===== config.mk =====
export PLATFORM = sky130hd
export DESIGN_NAME = io_input_ctrl
export DESIGN_NICKNAME = d
export VERILOG_FILES = /design/src/rtl/io_pkg.sv /design/src/rtl/io_key_debounce.sv /design/src/rtl/io_input_ctrl.sv
export SDC_FILE = /design/constraint.sdc
export NUM_CORES = 1
export LEC_CHECK = 0
export CORE_MARGIN = 2
export CORE_UTILIZATION = 53
export DETAILED_ROUTE_END_ITERATION = 6
export GPL_ROUTABILITY_DRIVEN = 1
export GPL_TIMING_DRIVEN = 0
export MAX_ROUTING_LAYER = met4
export PLACE_DENSITY_LB_ADDON = 0.25
export SLEW_MARGIN = 20
export SYNTH_ARGS = -nofsm -noshare
export SYNTH_HDL_FRONTEND = slang
export SYNTH_HIERARCHICAL = 1
export SYNTH_SLANG_ARGS = --single-unit

===== constraint.sdc =====
create_clock -name io_clk -period 2.1 [get_ports io_clk]
set_input_delay 0.42 -clock io_clk [delete_from_list [all_inputs] [get_ports io_clk]]
set_output_delay 0.42 -clock io_clk [all_outputs]
set_load 0.03 [all_outputs]

===== src/rtl/io_pkg.sv =====
// Shared constants and types for the memory-mapped input controller.
package io_pkg;

  localparam int unsigned SEL_W = 6;

  localparam logic [SEL_W-1:0] IO_ADDR_PORT0  = 6'h20;
  localparam logic [SEL_W-1:0] IO_ADDR_PORT1  = 6'h21;
  localparam logic [SEL_W-1:0] IO_ADDR_STATUS = 6'h22;
  localparam logic [SEL_W-1:0] IO_ADDR_AND    = 6'h23;
  localparam logic [SEL_W-1:0] IO_ADDR_ADD    = 6'h24;

  localparam int unsigned ST_AND_BIT  = 0;
  localparam int unsigned ST_ADD_BIT  = 1;
  localparam int unsigned ST_CHG0_BIT = 2;
  localparam int unsigned ST_CHG1_BIT = 3;

  typedef enum logic [1:0] {
    IDLE,
    ARMING,
    PRESSED,
    RELEASING
  } db_state_e;

endpackage


===== src/rtl/io_key_debounce.sv =====
// Two-flop synchroniser plus debounce FSM for one mode key; emits a single
// press pulse per accepted press.
module io_key_debounce #(
  parameter int unsigned DEBOUNCE_CYCLES = 4
) (
  input  logic io_clk,
  input  logic reset,
  input  logic raw,
  output logic stable,
  output logic press_pulse
);
  import io_pkg::*;

  localparam int unsigned CNT_W = $clog2(DEBOUNCE_CYCLES + 1);
  localparam logic [CNT_W-1:0] CNT_MAX = CNT_W'(DEBOUNCE_CYCLES);
  localparam logic [CNT_W-1:0] CNT_ONE = CNT_W'(1);

  logic            sync1_q, sync2_q;
  db_state_e       state_q, state_d;
  logic [CNT_W-1:0] cnt_q, cnt_d;
  logic            stable_q, stable_d;
  logic            pulse_q, pulse_d;

  always_ff @(posedge io_clk) begin
    if (reset) begin
      sync1_q  <= 1'b0;
      sync2_q  <= 1'b0;
      state_q  <= IDLE;
      cnt_q    <= '0;
      stable_q <= 1'b0;
      pulse_q  <= 1'b0;
    end else begin
      sync1_q  <= raw;
      sync2_q  <= sync1_q;
      state_q  <= state_d;
      cnt_q    <= cnt_d;
      stable_q <= stable_d;
      pulse_q  <= pulse_d;
    end
  end

  // Counter only advances while the level matches the pending transition.
  always_comb begin
    state_d  = state_q;
    cnt_d    = cnt_q;
    stable_d = stable_q;
    pulse_d  = 1'b0;
    case (state_q)
      IDLE: begin
        stable_d = 1'b0;
        if (sync2_q) begin
          if (CNT_ONE == CNT_MAX) begin
            state_d  = PRESSED;
            stable_d = 1'b1;
            pulse_d  = 1'b1;
            cnt_d    = '0;
          end else begin
            state_d = ARMING;
            cnt_d   = CNT_ONE;
          end
        end
      end
      ARMING: begin
        if (sync2_q) begin
          cnt_d = cnt_q + CNT_ONE;
          if (cnt_d == CNT_MAX) begin
            state_d  = PRESSED;
            stable_d = 1'b1;
            pulse_d  = 1'b1;
            cnt_d    = '0;
          end
        end else begin
          state_d = IDLE;
          cnt_d   = '0;
        end
      end
      PRESSED: begin
        if (!sync2_q) begin
          if (CNT_ONE == CNT_MAX) begin
            state_d  = IDLE;
            stable_d = 1'b0;
            cnt_d    = '0;
          end else begin
            state_d = RELEASING;
            cnt_d   = CNT_ONE;
          end
        end
      end
      RELEASING: begin
        if (!sync2_q) begin
          cnt_d = cnt_q + CNT_ONE;
          if (cnt_d == CNT_MAX) begin
            state_d  = IDLE;
            stable_d = 1'b0;
            cnt_d    = '0;
          end
        end else begin
          state_d = PRESSED;
          cnt_d   = '0;
        end
      end
      default: begin
        state_d  = IDLE;
        cnt_d    = '0;
        stable_d = 1'b0;
      end
    endcase
  end

  assign stable      = stable_q;
  assign press_pulse = pulse_q;

endmodule


===== src/rtl/io_input_ctrl.sv =====
// Memory-mapped input register block: synchronised switch ports, change
// flags, debounced sticky key events and a one-cycle registered read port.
module io_input_ctrl #(
  parameter int unsigned DEBOUNCE_CYCLES = 4,
  parameter int unsigned DATA_W          = 32
) (
  input  logic              io_clk,
  input  logic              reset,
  input  logic [31:0]       addr,
  input  logic              rd_en,
  input  logic [DATA_W-1:0] in_port0,
  input  logic [DATA_W-1:0] in_port1,
  input  logic              key_and_raw,
  input  logic              key_add_raw,
  output logic [DATA_W-1:0] io_read_data,
  output logic              rd_valid,
  output logic              and_model,
  output logic              add_model
);
  import io_pkg::*;

  logic [DATA_W-1:0] p0_s1_q, p0_s2_q, in_reg0_q;
  logic [DATA_W-1:0] p1_s1_q, p1_s2_q, in_reg1_q;
  logic              chg0_q, chg0_d, chg1_q, chg1_d;
  logic              and_q, and_d, add_q, add_d;
  logic [DATA_W-1:0] rd_data_q, rd_data_d;
  logic              rd_valid_q;
  logic              and_pulse, add_pulse;
  logic              and_level_unused, add_level_unused;
  logic [SEL_W-1:0]  sel_c;
  logic [DATA_W-1:0] status_c;
  logic              unused_addr_bits;

  assign sel_c            = addr[7:2];
  assign unused_addr_bits = ^{addr[31:8], addr[1:0], and_level_unused, add_level_unused};

  io_key_debounce #(.DEBOUNCE_CYCLES(DEBOUNCE_CYCLES)) u_and_db (
    .io_clk      (io_clk),
    .reset       (reset),
    .raw         (key_and_raw),
    .stable      (and_level_unused),
    .press_pulse (and_pulse)
  );

  io_key_debounce #(.DEBOUNCE_CYCLES(DEBOUNCE_CYCLES)) u_add_db (
    .io_clk      (io_clk),
    .reset       (reset),
    .raw         (key_add_raw),
    .stable      (add_level_unused),
    .press_pulse (add_pulse)
  );

  always_ff @(posedge io_clk) begin
    if (reset) begin
      p0_s1_q    <= '0;
      p0_s2_q    <= '0;
      in_reg0_q  <= '0;
      p1_s1_q    <= '0;
      p1_s2_q    <= '0;
      in_reg1_q  <= '0;
      chg0_q     <= 1'b0;
      chg1_q     <= 1'b0;
      and_q      <= 1'b0;
      add_q      <= 1'b0;
      rd_data_q  <= '0;
      rd_valid_q <= 1'b0;
    end else begin
      p0_s1_q    <= in_port0;
      p0_s2_q    <= p0_s1_q;
      in_reg0_q  <= p0_s2_q;
      p1_s1_q    <= in_port1;
      p1_s2_q    <= p1_s1_q;
      in_reg1_q  <= p1_s2_q;
      chg0_q     <= chg0_d;
      chg1_q     <= chg1_d;
      and_q      <= and_d;
      add_q      <= add_d;
      rd_data_q  <= rd_data_d;
      rd_valid_q <= rd_en;
    end
  end

  always_comb begin
    status_c              = '0;
    status_c[ST_AND_BIT]  = and_q;
    status_c[ST_ADD_BIT]  = add_q;
    status_c[ST_CHG0_BIT] = chg0_q;
    status_c[ST_CHG1_BIT] = chg1_q;
  end

  // Read decode; side-effect clears lose to same-cycle set events.
  always_comb begin
    rd_data_d = rd_data_q;
    chg0_d    = chg0_q;
    chg1_d    = chg1_q;
    and_d     = and_q;
    add_d     = add_q;
    if (rd_en) begin
      case (sel_c)
        IO_ADDR_PORT0: begin
          rd_data_d = in_reg0_q;
          chg0_d    = 1'b0;
        end
        IO_ADDR_PORT1: begin
          rd_data_d = in_reg1_q;
          chg1_d    = 1'b0;
        end
        IO_ADDR_STATUS: rd_data_d = status_c;
        IO_ADDR_AND: begin
          rd_data_d = DATA_W'(and_q);
          and_d     = 1'b0;
        end
        IO_ADDR_ADD: begin
          rd_data_d = DATA_W'(add_q);
          add_d     = 1'b0;
        end
        default: rd_data_d = '0;
      endcase
    end
    if (p0_s2_q != in_reg0_q) chg0_d = 1'b1;
    if (p1_s2_q != in_reg1_q) chg1_d = 1'b1;
    if (and_pulse) and_d = 1'b1;
    if (add_pulse) add_d = 1'b1;
  end

  assign io_read_data = rd_data_q;
  assign rd_valid     = rd_valid_q;
  assign and_model    = and_q;
  assign add_model    = add_q;

endmodule


=== After elaboration in Yosys (flattened, before gate mapping) ===
Cells that the tools add are included.

* Output and inout port bits: 35
* Word-level logic and storage cells: 112
* Flip-flop bits (word level): 245

* Eq/ne operators: 23
* Reduce and logical (&&, ||, !) cells: 20
* Muxes and demuxes: 41
* Bitwise operators: 4
* Add/subtract/negate cells: 2

{| class="wikitable"
|+ Operator list
! kind !! count
|-
| $pmux 32 s5 || 1
|-
| $ne 32x32->1 || 2
|-
| $eq 6x6->1 const B || 5
|-
| $mux 3 || 10
|-
| $mux 2 || 12
|-
| $pmux 3 s4 || 2
|-
| $pmux 2 s4 || 2
|-
| $reduce_bool 2->1 || 8
|-
| $mux 1 || 14
|-
| $reduce_and 2->1 || 6
|-
| $eq 2x2->1 const B || 4
|-
| $reduce_and 4->1 || 2
|-
| $add 3x1->3 const B || 2
|-
| $eq 3x3->1 const B || 2
|-
| $ne 3x1->1 const B || 2
|-
| $ne 3x3->1 const B || 2
|-
| $reduce_or 3->1 || 2
|-
| $eq 2x1->1 const B || 2
|-
| $logic_not 2->1 || 2
|-
| $ne 2x1->1 const B || 2
|-
| $ne 2x2->1 const B || 2
|-
| $not 1->1 || 4
|}

=== Depth between registers and ports, before layout ===
Gate-level depths: netlist of run 1.

* Word-level depth: 5
* Mapped depth: 7
* Gate-level depth less buffers: 6

=== Cells and area by module ===
The synthesis of run 1 kept the hierarchy.

{| class="wikitable"
|+ Modules (own cells, without submodules)
! module !! cells an instance !! seq. area each (um2) !! instances !! area each (um2)
|-
| io_input_ctrl || 672 || 4,584.4 || 1 || 7,574.8
|-
| io_key_debounce || 54 || 180.2 || 2 || 475.5
|}

=== Least setup slack after synthesis of run 1 ===
Ideal clock, no wire load.

* Path type: input to register
* From: in addr[6]
* To: reg rd_data_q[21], in the netlist io_read_data[21]
* Slack: 0.361 ns
* Arrival: 1.659 ns
* Required time: 2.020 ns
* Cell stages on the path: 6
* Setup time: 0.080 ns
* Cell sequence: or4b_4 -> nor2_4 -> buf_6 -> buf_6 -> a22oi_2 -> a211oi_2

* Longest elaborated chain between the ends: 2
* Elaborated cells on any way between the ends: 6
* Those cells by class: 5 x eq/ne; 1 x mux

{| class="wikitable"
|+ RTL lines
! item !! line !! text
|-
| start, declared || io_input_ctrl.sv:9 || <nowiki>input logic [31:0] addr,</nowiki>
|-
| $eq 6x6->1 || io_input_ctrl.sv:99 || <nowiki>case (sel_c)</nowiki>
|-
| $pmux 32 s5 (*) || io_input_ctrl.sv:99 ||
|-
| end signal, assigned || io_input_ctrl.sv:78 || <nowiki>rd_data_q <= rd_data_d;</nowiki>
|-
| end, declared || io_input_ctrl.sv:26 || <nowiki>logic [DATA_W-1:0] rd_data_q, rd_data_d;</nowiki>
|}

Every way passes the cells marked *; elsewhere a longest branch is shown, timed or not.
A chain may end at the register's enable or synchronous reset.

=== Worst setup path after layout of run 1 ===
* From: reg rd_data_q[4], in the netlist io_read_data[4]
* To: out io_read_data[4]

{| class="wikitable"
|+ RTL lines
! item !! line !! text
|-
| end, declared || io_input_ctrl.sv:15 || <nowiki>output logic [DATA_W-1:0] io_read_data,</nowiki>
|}

No word-level cell between the ends.

==> results.py, run 1 <==
metrics = {
    "status": {
        "outcome": "completed",
    },
    "cts": {
        "cts_max_path_buffers": 3,
        "cts_made_buffers": 25,
        "h-tree-depth": 1,
        "cts_num_sinks": 245,
        "clk_latency_ns": 0.51,
        "post_cts_buffers": 0,
        "cts_tree": "built",
        "clk_pin_slew_ns": 0.06,
        "cts_hold_buf": 0,
        "cts_resized": 0,
        "cts-root-buf": "clkbuf_16",
    },
    "worst_setup_path": {
        "cp-endpoint": "io_read_data[4]",
        "cp_top_family": "buffers and inverters",
        "startpoint": "io_read_data[4]$_SDFFE_PP0P_",
        "critPathBufInv": 1,
        "path_max_fanout": 2,
        "worstPathArrival_ns": 1.61,
        "crit_path_cell_trace": "clkdlybuf4s50_1",
        "r2r_slack_ns": 0.35,
        "worst-endpoint-required_ns": 1.68,
        "cp.depth": 1,
        "reg2reg_depth": 6,
        "worstSetupEndpointType": "output port",
        "cpPeakStageDelay_ns": 0.71,
        "slowest_stage": "clkdlybuf4s50_1",
        "crit_type": "reg2out",
        "startpoint_type": "flip-flop",
    },
    "timing": {
        "rsz0062_at_grt": "no",
        "min_period_ns": 2.03,
        "finalSetupViolCount": 0,
        "timing.fmax_mhz": 493,
        "maxSlewViolCount": 0,
        "skew_ns": 0.00591,
        "maxSlewHeadroom_pct": 28.0,
        "tightest_slew_ns": 1.06,
        "min_period_over_period_pct": 96.6,
        "hold_viol_final": 0,
    },
    "floorplan": {
        "die_y_um": 130,
        "dieArea_mm2": 0.0169,
        "ios": 136,
        "fp.dieW_um": 130,
        "start_util_pct": 53.7,
        "core-area_mm2": 0.0157,
        "rows": 46,
    },
    "power": {
        "p_comb_share_pct": 7.6,
        "p_sw_share_pct": 22.0,
        "p_int_mw": 7.91,
        "p_switching_mw": 2.23,
        "p_leak_nw": 3.83,
        "powerDensity_mw_per_mm2": 958,
        "clockPowerShare_pct": 43.4,
        "seqPwrFrac_pct": 49.1,
        "vdd_drop_max_v": 0.000629,
    },
    "placement": {
        "portBuffers": 105,
        "placed_cell_area_mm2": 0.00975,
        "gp_congestion": 0.838,
        "dp_hpwl_um": 12900,
    },
    "finish": {
        "design_area_mm2": 0.0106,
        "final_nets": 1015,
        "multi_input_area_mm2": 0.00330,
        "nFillCells": 1229,
        "area_growth_pct": 25.5,
        "diodes": 0,
        "drive_gt1_share_pct": 8.05,
        "final_util_pct": 67.4,
        "seq_area_mm2": 0.00490,
    },
    "logic_synthesis": {
        "syn_nets": 883,
        "syn_area_per_cell_um2": 11.0,
        "syn_area_mm2": 0.00843,
        "yosys_warnings": 6,
        "synthCells": 770,
    },
    "worst_hold_path": {
        "worst_hold_path_type": "in2reg",
        "hp-start": "reset",
    },
    "routing": {
        "drt_pass1_iterations": 5,
        "post_drt_wl_per_cell_um": 15.8,
        "ant_nets": 0,
        "vias": 5635,
        "drt_iter0_markers": 279,
        "wirelength_um": 18000,
        "viasPerCell": 4.96,
        "route.detailed.drc": 0,
    },
    "global_routing": {
        "grt_max_degree": 15,
        "grt_pass1_vias": 5560,
        "grt_overflow": 0,
        "grt_pass1_wl_um": 28300,
        "antenna_found_initial": 0,
        "grt_usage_pct": 22.3,
    },
    "job": {
        "drv_cap": 0,
    },
}
sequential cells by signal, indices dropped and copies added, names as in the netlist, named ones only:
register              count
p1_s1_q                  32
chg0_q                    1
io_read_data             32
add_model                 1
u_add_db/state_q          1
u_and_db/sync2_q          1
u_and_db/state_q          1
chg1_q                    1
rd_valid                  1
u_add_db/cnt_q            3
p1_s2_q                  32
and_model                 1
u_add_db/press_pulse      1
u_and_db/cnt_q            3
p0_s2_q                  32
p0_s1_q                  32
in_reg1_q                32
u_and_db/sync1_q          1
in_reg0_q                32
u_add_db/sync2_q          1
u_add_db/sync1_q          1
u_and_db/press_pulse      1
worst min-delay path by stage:
stage	to	slack (ns)	cells after the start
after global placement	u_and_db/sync2_q$_SDFF_PP0_	0.42	1
after global routing	u_and_db/cnt_q[1]$_SDFFE_PP0P_	0.28	2
after CTS	u_and_db/cnt_q[1]$_SDFFE_PP0P_	0.23	2
after floorplan	add_model$_SDFFE_PP0P_	0.41	2
after detailed placement	p0_s2_q[4]$_SDFF_PP0_	0.42	1
final	u_and_db/cnt_q[1]$_SDFFE_PP0P_	0.24	2
power by group through the flow:
| stage | clock [mW] | combinational (mW) | sequential [mW] |
|---|---|---|---|
| after floorplan | 0 | 0.417 | 5.08 |
| after detailed placement | 0 | 0.760 | 5.07 |
| after global placement | 0 | 0.747 | 5.07 |
| final | 4.40 | 0.767 | 4.98 |
| after global routing | 4.67 | 0.839 | 4.99 |
| after CTS | 4.47 | 0.768 | 4.98 |
routing by layer:
metal | GRT usage [%] | part of all wire, % | vias up | routed length, um
met5 | - | 0 | - | 0
met4 | 6.07 | 2.4 | 0 | 424
met3 | 3.85 | 5.8 | 36 | 1030
met2 | 35.8 | 46 | 167 | 8360
met1 | 29.3 | 45 | 2621 | 8160
li1 | - | - | 2811 | -
through the flow:
step	hold WS [ns]	total power, mW	std cells	TNS, ns	setup slack, ns
global route	0.279	10.5	1135	0	0.0318
floorplan	0.413	5.50	770	0	0.361
detailed placement	0.422	5.83	1091	-7.32	-0.293
finish	0.236	10.1	1135	0	0.0722
global placement	0.417	5.82	1091	-6.66	-0.262
CTS	0.235	10.2	1135	0	0.0756
layout make-up:
cell class / instances / area share [%]
Clock inverter: 10 / 0.981
Inverter: 9 / 0.319
Timing Repair Buffer: 105 / 9.93
Tap cell: 216 / 2.55
Buffer: 43 / 1.87
Clock buffer: 34 / 6.89
Multi-Input combinational cell: 473 / 31.1
Sequential cell: 245 / 46.3
placed cells by master (no fill, tap or decap), drive strengths merged, types with 12 or more instances in the layout:
| cell type | instances |
|---|---|
| nor2b | 198 |
| a21oi | 17 |
| nand4 | 18 |
| nor2 | 43 |
| clkbuf | 70 |
| dfxtp | 245 |
| ha | 12 |
| clkdlybuf4s50 | 105 |
| a211oi | 29 |
| xnor2 | 64 |
| a22oi | 30 |
Note: power is estimated with default switching activity, not from simulation.
==> run 2: changes to the inputs <==
--- a/config.mk
+++ b/config.mk
@@ -6,7 +6,7 @@
 export NUM_CORES = 1
 export LEC_CHECK = 0
 export CORE_MARGIN = 2
-export CORE_UTILIZATION = 53
+export CORE_UTILIZATION = 45
 export DETAILED_ROUTE_END_ITERATION = 6
 export GPL_ROUTABILITY_DRIVEN = 1
 export GPL_TIMING_DRIVEN = 0
==> results.py, run 2 (synthesis results as in run 1) <==
metrics = {
    "timing": {
        "finalSetupViolCount": 0,
        "final.setup.tns_ns": 0,
        "hold_slack_ns": 0.254,
        "timing.fmax_mhz": 493,
        "maxSlewHeadroom_pct": 29.7,
        "min_period_over_period_pct": 96.5,
        "hold_viol_final": 0,
        "min_period_ns": 2.03,
        "rsz0062_at_grt": "no",
        "tightest_slew_ns": 1.04,
        "skew_ns": 0.0108,
        "maxSlewViolCount": 0,
    },
    "finish": {
        "drive_gt1_share_pct": 7.83,
        "diodes": 0,
        "layout_common_cells": "245 x dfxtp_1, 198 x nor2b_1, 105 x clkdlybuf4s50_1",
        "nFillCells": 1617,
        "final_cells": 1153,
        "seq_area_mm2": 0.00490,
        "multi_input_area_mm2": 0.00330,
        "final_util_pct": 57.4,
        "area_growth_pct": 26.1,
        "final_common_cell": "dfxtp_1",
        "final_nets": 1014,
    },
    "worst_setup_path": {
        "cp.depth": 1,
        "reg2reg_depth": 6,
        "worstSetupEndpointType": "output port",
        "path_max_fanout": 2,
        "slowest_stage": "clkdlybuf4s50_1",
        "critPathBufInv": 1,
        "worst-endpoint-required_ns": 1.68,
        "r2r_slack_ns": 0.39,
        "crit_type": "reg2out",
        "startpoint_type": "flip-flop",
        "worstPathArrival_ns": 1.61,
        "cpPeakStageDelay_ns": 0.71,
        "crit_path_cell_trace": "clkdlybuf4s50_1",
        "cp_top_family": "buffers and inverters",
    },
    "global_routing": {
        "grt_max_degree": 15,
        "grt_pass1_vias": 5446,
        "grt_usage_pct": 18.5,
        "grt_pass1_wl_um": 27900,
        "antenna_found_initial": 0,
        "grt_overflow": 0,
    },
    "routing": {
        "drt_pass1_iterations": 4,
        "drt_iter0_markers": 234,
        "viasPerCell": 4.80,
        "wirelength_um": 17900,
        "route.detailed.drc": 0,
        "vias": 5529,
        "ant_nets": 0,
        "post_drt_wl_per_cell_um": 15.6,
    },
    "floorplan": {
        "fp.dieW_um": 141,
        "dieArea_mm2": 0.0199,
        "rows": 50,
        "core-area_mm2": 0.0185,
        "die_y_um": 141,
        "start_util_pct": 45.5,
        "ios": 136,
    },
    "status": {
        "outcome": "completed",
    },
    "worst_hold_path": {
        "hold_path_depth": 2,
        "hp-start": "reset",
        "worst_hold_path_type": "in2reg",
        "min_to": "u_and_db/cnt_q[1]$_SDFFE_PP0P_",
    },
    "power": {
        "p_int_mw": 8.03,
        "seqPwrFrac_pct": 48.6,
        "powerDensity_mw_per_mm2": 962,
        "clockPowerShare_pct": 43.9,
        "p_sw_share_pct": 21.5,
        "p_comb_share_pct": 7.5,
        "p_switching_mw": 2.20,
        "vdd_drop_max_v": 0.000508,
        "p_leak_nw": 3.83,
    },
    "cts": {
        "clk_pin_slew_ns": 0.06,
        "cts_tree": "built",
        "clk_latency_ns": 0.51,
        "cts-root-buf": "clkbuf_16",
        "cts_made_buffers": 24,
        "cts_resized": 0,
        "post_cts_buffers": 0,
        "h-tree-depth": 1,
        "cts_max_path_buffers": 3,
        "cts_num_sinks": 245,
        "cts_hold_buf": 0,
    },
    "placement": {
        "dp_hpwl_um": 13300,
        "placedCellCount": 1109,
        "portBuffers": 105,
        "gp_congestion": 0.803,
    },
    "job": {
        "drv_cap": 0,
    },
}
run 2: cell types whose count changed in the layout (fill, tap and decap cells not counted), sizes merged:
cell	change
bufinv	+1
clkbuf	+2
clkinv	-4
clkinvlp	+2
inv	-1
run 2: final cells by class:
| type | count | share of cell area [%] |
|---|---|---|
| multi-input combinational | 473 | 31.0 |
| sequential | 245 | 46.1 |
| tap | 234 | 2.75 |
| inverter | 9 | 0.318 |
| buffer | 43 | 1.86 |
| clock inverter | 8 | 1.13 |
| timing repair buffer | 105 | 9.88 |
| clock buffer | 36 | 6.93 |
run 2: power groups by stage:
stage          Sequential [mW]  Combinational, mW  Clock (mW)
2_1_floorplan             5.08              0.417           0
3_3_place_gp              5.07              0.754           0
3_5_place_dp              5.08              0.763           0
4_1_cts                   4.97              0.770        4.60
5_1_grt                   4.99              0.840        4.78
6_report                  4.97              0.766        4.49
run 2: layer usage:
metal / vias to the layer above / global-route usage [%] / routed length (um)
met3: 18 / 3.74 / 1210
met1: 2575 / 24.1 / 8170
met5: - / - / 0
met2: 133 / 29.9 / 8310
met4: 0 / 4.21 / 257
li1: 2803 / - / -
run 2: worst max-delay path by stage:
| stage | slack [ns] | startpoint | to |
|---|---|---|---|
| after floorplan | 0.36 | addr[6] | io_read_data[21]$_SDFFE_PP0P_ |
| after global placement | -0.27 | addr[6] | io_read_data[22]$_SDFFE_PP0P_ |
| after detailed placement | -0.29 | addr[6] | io_read_data[23]$_SDFFE_PP0P_ |
| after CTS | 0.06 | io_read_data[29]$_SDFFE_PP0P_ | io_read_data[29] |
| after global routing | 0.05 | io_read_data[6]$_SDFFE_PP0P_ | io_read_data[6] |
| final | 0.07 | io_read_data[4]$_SDFFE_PP0P_ | io_read_data[4] |
run 2: stage by stage:
stage	setup WS [ns]	instance area [um2]	power, mW
after global placement	-0.270	9780	5.83
after global routing	0.0459	10600	10.6
after CTS	0.0591	10600	10.3
after floorplan	0.361	8430	5.50
final	0.0727	10600	10.2
after detailed placement	-0.295	9780	5.84
